--- config.mk ---
export PLATFORM = sky130hd
export DESIGN_NAME = mem_port_arbiter
export DESIGN_NICKNAME = d
export VERILOG_FILES = /design/src/rtl/mem_port_arbiter.sv
export SDC_FILE = /design/constraint.sdc
export NUM_CORES = 1
export LEC_CHECK = 0
export BUFFER_PORTS_ARGS = -buffer_cell sky130_fd_sc_hd__buf_2
export CAP_MARGIN = 5
export CORE_UTILIZATION = 45
export CTS_CLUSTER_DIAMETER = 150
export CTS_CLUSTER_SIZE = 30
export DETAILED_ROUTE_END_ITERATION = 6
export PLACE_DENSITY = 0.78
export SETUP_SLACK_MARGIN = 0.4
export SYNTH_ARGS = -nofsm -noshare
export SYNTH_HDL_FRONTEND = slang
export SYNTH_SLANG_ARGS = --single-unit
--- constraint.sdc ---
create_clock -name clk -period 3.9 [get_ports clk]
set_input_delay 0.78 -clock clk [delete_from_list [all_inputs] [get_ports clk]]
set_output_delay 0.78 -clock clk [all_outputs]
set_load 0.1 [all_outputs]
--- src/rtl/mem_port_arbiter.sv ---
// Arbiter and sequencer sharing one single-port synchronous RAM between the fetch port (read-only) and the data port (read/write).
// Tie-break on simultaneous requests: define MEM_ARB_RR_EN for round-robin; the default build gives the data port fixed priority.
module mem_port_arbiter #(
  parameter int ADDR_W = 14,
  parameter int DATA_W = 32
) (
  input  logic              clk,
  input  logic              reset_n,
  // fetch port
  input  logic              if_req,
  input  logic [ADDR_W-1:0] if_addr,
  output logic              if_gnt,
  output logic              if_rvalid,
  output logic [DATA_W-1:0] if_rdata,
  // data port
  input  logic              d_req,
  input  logic              d_we,
  input  logic [ADDR_W-1:0] d_addr,
  input  logic [DATA_W-1:0] d_wdata,
  output logic              d_gnt,
  output logic              d_rvalid,
  output logic [DATA_W-1:0] d_rdata,
  // RAM side
  output logic              mem_en,
  output logic              mem_we,
  output logic [ADDR_W-1:0] mem_addr,
  output logic [DATA_W-1:0] mem_wdata,
  input  logic [DATA_W-1:0] mem_rdata
);

  typedef enum logic [1:0] {
    ST_IDLE  = 2'd0,
    ST_ISSUE = 2'd1,
    ST_RDATA = 2'd2
  } state_t;

  typedef enum logic {
    OWN_FETCH = 1'b0,
    OWN_DATA  = 1'b1
  } owner_t;

  state_t            state_q, state_d;
  owner_t            owner_q, owner_d;
  owner_t            last_owner_q, last_owner_d;
  logic              we_q, we_d;
  logic [ADDR_W-1:0] addr_q, addr_d;
  logic [DATA_W-1:0] wdata_q, wdata_d;

  logic              if_rvalid_q, d_rvalid_q;
  logic [DATA_W-1:0] if_rdata_q, d_rdata_q;

  logic              any_req;
  logic              pick_data;
  logic              in_issue;
  logic              in_rdata;

  assign any_req  = if_req | d_req;
  assign in_issue = (state_q == ST_ISSUE);
  assign in_rdata = (state_q == ST_RDATA);

`ifdef MEM_ARB_RR_EN
  // On a tie the port that did not win the previous access goes next.
  assign pick_data = d_req & (~if_req | (last_owner_q == OWN_FETCH));
`else
  assign pick_data = d_req;
`endif

  // NOTE: every signal written here gets a default first, so no path can leave it unassigned and infer a latch.
  always_comb begin
    state_d      = state_q;
    owner_d      = owner_q;
    last_owner_d = last_owner_q;
    we_d         = we_q;
    addr_d       = addr_q;
    wdata_d      = wdata_q;

    unique case (state_q)
      ST_IDLE: begin
        if (any_req) begin
          state_d      = ST_ISSUE;
          owner_d      = pick_data ? OWN_DATA : OWN_FETCH;
          last_owner_d = owner_d;
          if (pick_data) begin
            we_d    = d_we;
            addr_d  = d_addr;
            wdata_d = d_wdata;
          end else begin
            we_d    = 1'b0;
            addr_d  = if_addr;
            wdata_d = '0;
          end
        end
      end
      ST_ISSUE: state_d = we_q ? ST_IDLE : ST_RDATA;
      ST_RDATA: state_d = ST_IDLE;
      default:  state_d = ST_IDLE;
    endcase
  end

  // NOTE: sequential state uses non-blocking assignments so every flop samples values from before the edge.
  always_ff @(posedge clk or negedge reset_n) begin
    if (!reset_n) begin
      state_q      <= ST_IDLE;
      owner_q      <= OWN_FETCH;
      last_owner_q <= OWN_FETCH;
      we_q         <= 1'b0;
      addr_q       <= '0;
      wdata_q      <= '0;
    end else begin
      state_q      <= state_d;
      owner_q      <= owner_d;
      last_owner_q <= last_owner_d;
      we_q         <= we_d;
      addr_q       <= addr_d;
      wdata_q      <= wdata_d;
    end
  end

  // Read return: capture during RDATA, present data with a one-cycle valid pulse next cycle.
  always_ff @(posedge clk or negedge reset_n) begin
    if (!reset_n) begin
      if_rvalid_q <= 1'b0;
      d_rvalid_q  <= 1'b0;
      if_rdata_q  <= '0;
      d_rdata_q   <= '0;
    end else begin
      if_rvalid_q <= in_rdata && (owner_q == OWN_FETCH);
      d_rvalid_q  <= in_rdata && (owner_q == OWN_DATA);
      if (in_rdata) begin
        if (owner_q == OWN_FETCH) begin
          if_rdata_q <= mem_rdata;
        end else begin
          d_rdata_q  <= mem_rdata;
        end
      end
    end
  end

  // Everything below decodes registered state only; no request input reaches an output combinationally.
  assign if_gnt    = in_issue && (owner_q == OWN_FETCH);
  assign d_gnt     = in_issue && (owner_q == OWN_DATA);
  assign mem_en    = in_issue;
  assign mem_we    = in_issue && we_q;
  assign mem_addr  = addr_q;
  assign mem_wdata = wdata_q;

  assign if_rvalid = if_rvalid_q;
  assign if_rdata  = if_rdata_q;
  assign d_rvalid  = d_rvalid_q;
  assign d_rdata   = d_rdata_q;

endmodule
==> results.toml <==
[die]
fp.coreArea_um2 = 9420
die_area_um2 = 10300
start_util = 0.474
die_w_um = 102
rows = 35
io_pins = 213
die_height_um = 102

[global_routing]
grt.overflow.total = 0
antenna_found_initial = 0
grt_usage = 0.202
grt_pass1_vias = 3182
grt_max_degree = 117
grt_pass1_wl_um = 15400

[cells_and_area]
final_common_cell = "buf_2"
finish.utilization = 0.656
nets = 586
antennaDiodeCount = 0
area_delta_synth_final_pct = 38.3
drive_gt1_frac = 0.677
mostFrequentLayoutCells = "buf_2 (211), dfrtp_1 (116), mux2_2 (91)"

[critical_path]
critPathCaptureType = "output pin"
critical_path_class = "reg2out"
worstPathRequired_ns = 3.12
rrSetupSlack_ns = 1.91
crit_slowest_cell = "buf_2"
critPathMaxStageDelay_ns = 0.41
crit_chain = "nand2b_1 > inv_1 > and2_1 > buf_2"
start_kind = "flip-flop"
worstPathArrival_ns = 1.71
critPathMaxFanout = 4
r2r_cells = 3

[synthesis]
syn_inst = 272
synth_fp_nets = 369
ys_seq_elements = 116
seq_area_frac_synth = 0.650
ys_types = 17
syn_area_um2 = 4460
syn_avg_cell_area_um2 = 16.4
ys_warn_count = 0

[clock_tree]
post-cts-setup-buffers = 0
cts_tree = "yes"
clk_latency_ns = 0.49
cts_num_sinks = 116
post_cts_resized = 0
ctsLongestPathBuffers = 2
path_clk_slew_ns = 0.05
hold_buffers = 0
htreeDepth = 4
numCtsBuffers = 17
cts-root-buf = "clkbuf_8"

[placed_design]
io_buffer_count = 212
routabilityCongestion = 0.752
place.detailed.hpwl_um = 6890

[timing]
finalSetupTns_ns = 0
hold_viol_final = 0
rsz0062_at_grt = "false"
setup_viol = 0
slew_headroom = 0.241
period_share = 0.637
max_freq_mhz = 402
drv_slew = 0
fin_skew_ns = 0.0105
fin_crit_ns = 2.49
tightest_slew_ns = 1.14

[routing]
vias = 3036
ant_nets = 0
first_pass_iters = 4
wl_per_cell_um = 15.5
routed_wirelength_um = 9710
drc = 0
routed.top_layer = "met4"
drt-vias-per-instance = 4.83
met1Wirelength_um = 3920
drt_iter0_drc = 50
route.met3.wl_um = 867
wl_met2_um = 4850

[run]
drv_cap = 0

[run_status]
status = "completed"

[hold_path]
min_path_type = "in2async"
[synth_stat cells]
cell type | n | share of area
buf_2 | 3 | 0.0034
buf_4 | 4 | 0.0067
and2_1 | 3 | 0.0042
buf_6 | 8 | 0.020
nand2b_1 | 1 | 0.0014
a22o_1 | 33 | 0.065
buf_1 | 1 | 0.00084
o21ai_2 | 1 | 0.0020
inv_1 | 3 | 0.0025
mux2_1 | 1 | 0.0025
dfrtp_1 | 116 | 0.65
mux2_2 | 91 | 0.23
nor3b_4 | 1 | 0.0042
nand3b_2 | 1 | 0.0025
a21o_1 | 1 | 0.0017
clkbuf_1 | 1 | 0.00084
nor2_1 | 3 | 0.0025
[flip-flops by register name, indices dropped and copies added (netlist names)]
register / cells
state_q: 2
owner_q: 1
d_rvalid: 1
if_rdata: 32
we_q: 1
d_rdata: 32
mem_wdata: 32
if_rvalid: 1
mem_addr: 14
[path summary, 6_finish.rpt]
kind | from | end
max reg2reg | state_q[0]$_DFFE_PN0P_ | mem_wdata[8]$_DFFE_PN0P_
max | state_q[1]$_DFFE_PN0P_ | mem_we
min | reset_n | if_rdata[4]$_DFFE_PN0P_
max in group asynchronous | reset_n | we_q$_DFFE_PN0P_
min in group clk | we_q$_DFFE_PN0P_ | state_q[1]$_DFFE_PN0P_
min reg2reg | we_q$_DFFE_PN0P_ | state_q[1]$_DFFE_PN0P_
[cell families after synthesis]
kind of cell / Yosys count / share of synthesized area
and+or+nand+nor: 9 / 0.0149
DFF: 116 / 0.650
buffers and inverters: 20 / 0.0345
muxes: 92 / 0.232
AOI/OAI and AO/OA: 35 / 0.0684
[stage by stage]
| step | worst slack, ns | hold WS (ns) | instance area (um2) | instances |
|---|---|---|---|---|
| 2_1_floorplan | 1.08 | 0.418 | 4460 | 272 |
| 3_3_place_gp | 1.34 | 0.464 | 5590 | 599 |
| 3_5_place_dp | 1.31 | 0.472 | 5590 | 599 |
| 4_1_cts | 1.37 | 0.381 | 6170 | 628 |
| 5_1_grt | 1.33 | 0.398 | 6170 | 628 |
| 6_report | 1.41 | 0.357 | 6170 | 628 |
[cell type report]
type | count | area [um2]
Clock buffer | 20 | 455
Multi-Input combinational cell | 136 | 1420
Sequential cell | 116 | 2900
Timing Repair Buffer | 215 | 1100
Tap cell | 129 | 161
Clock inverter | 9 | 130
Fill cell | 726 | 3240
Inverter | 3 | 11.3
[worst max-delay path, delay by kind of cell, from the launching register on]
kind          cells  cell delay (ns)
simple gates      2             0.32
buf+inv           2             0.50
flops             1             0.40
[metal layers]
metal	GRT usage	vias up
li1	-	1422
met1	0.232	1456
met2	0.340	149
met3	0.0732	9
met4	0.0847	0
met5	0	-
Power is not shown: default switching activity piles up to over one toggle a cycle in this logic, so the estimate is an artifact.
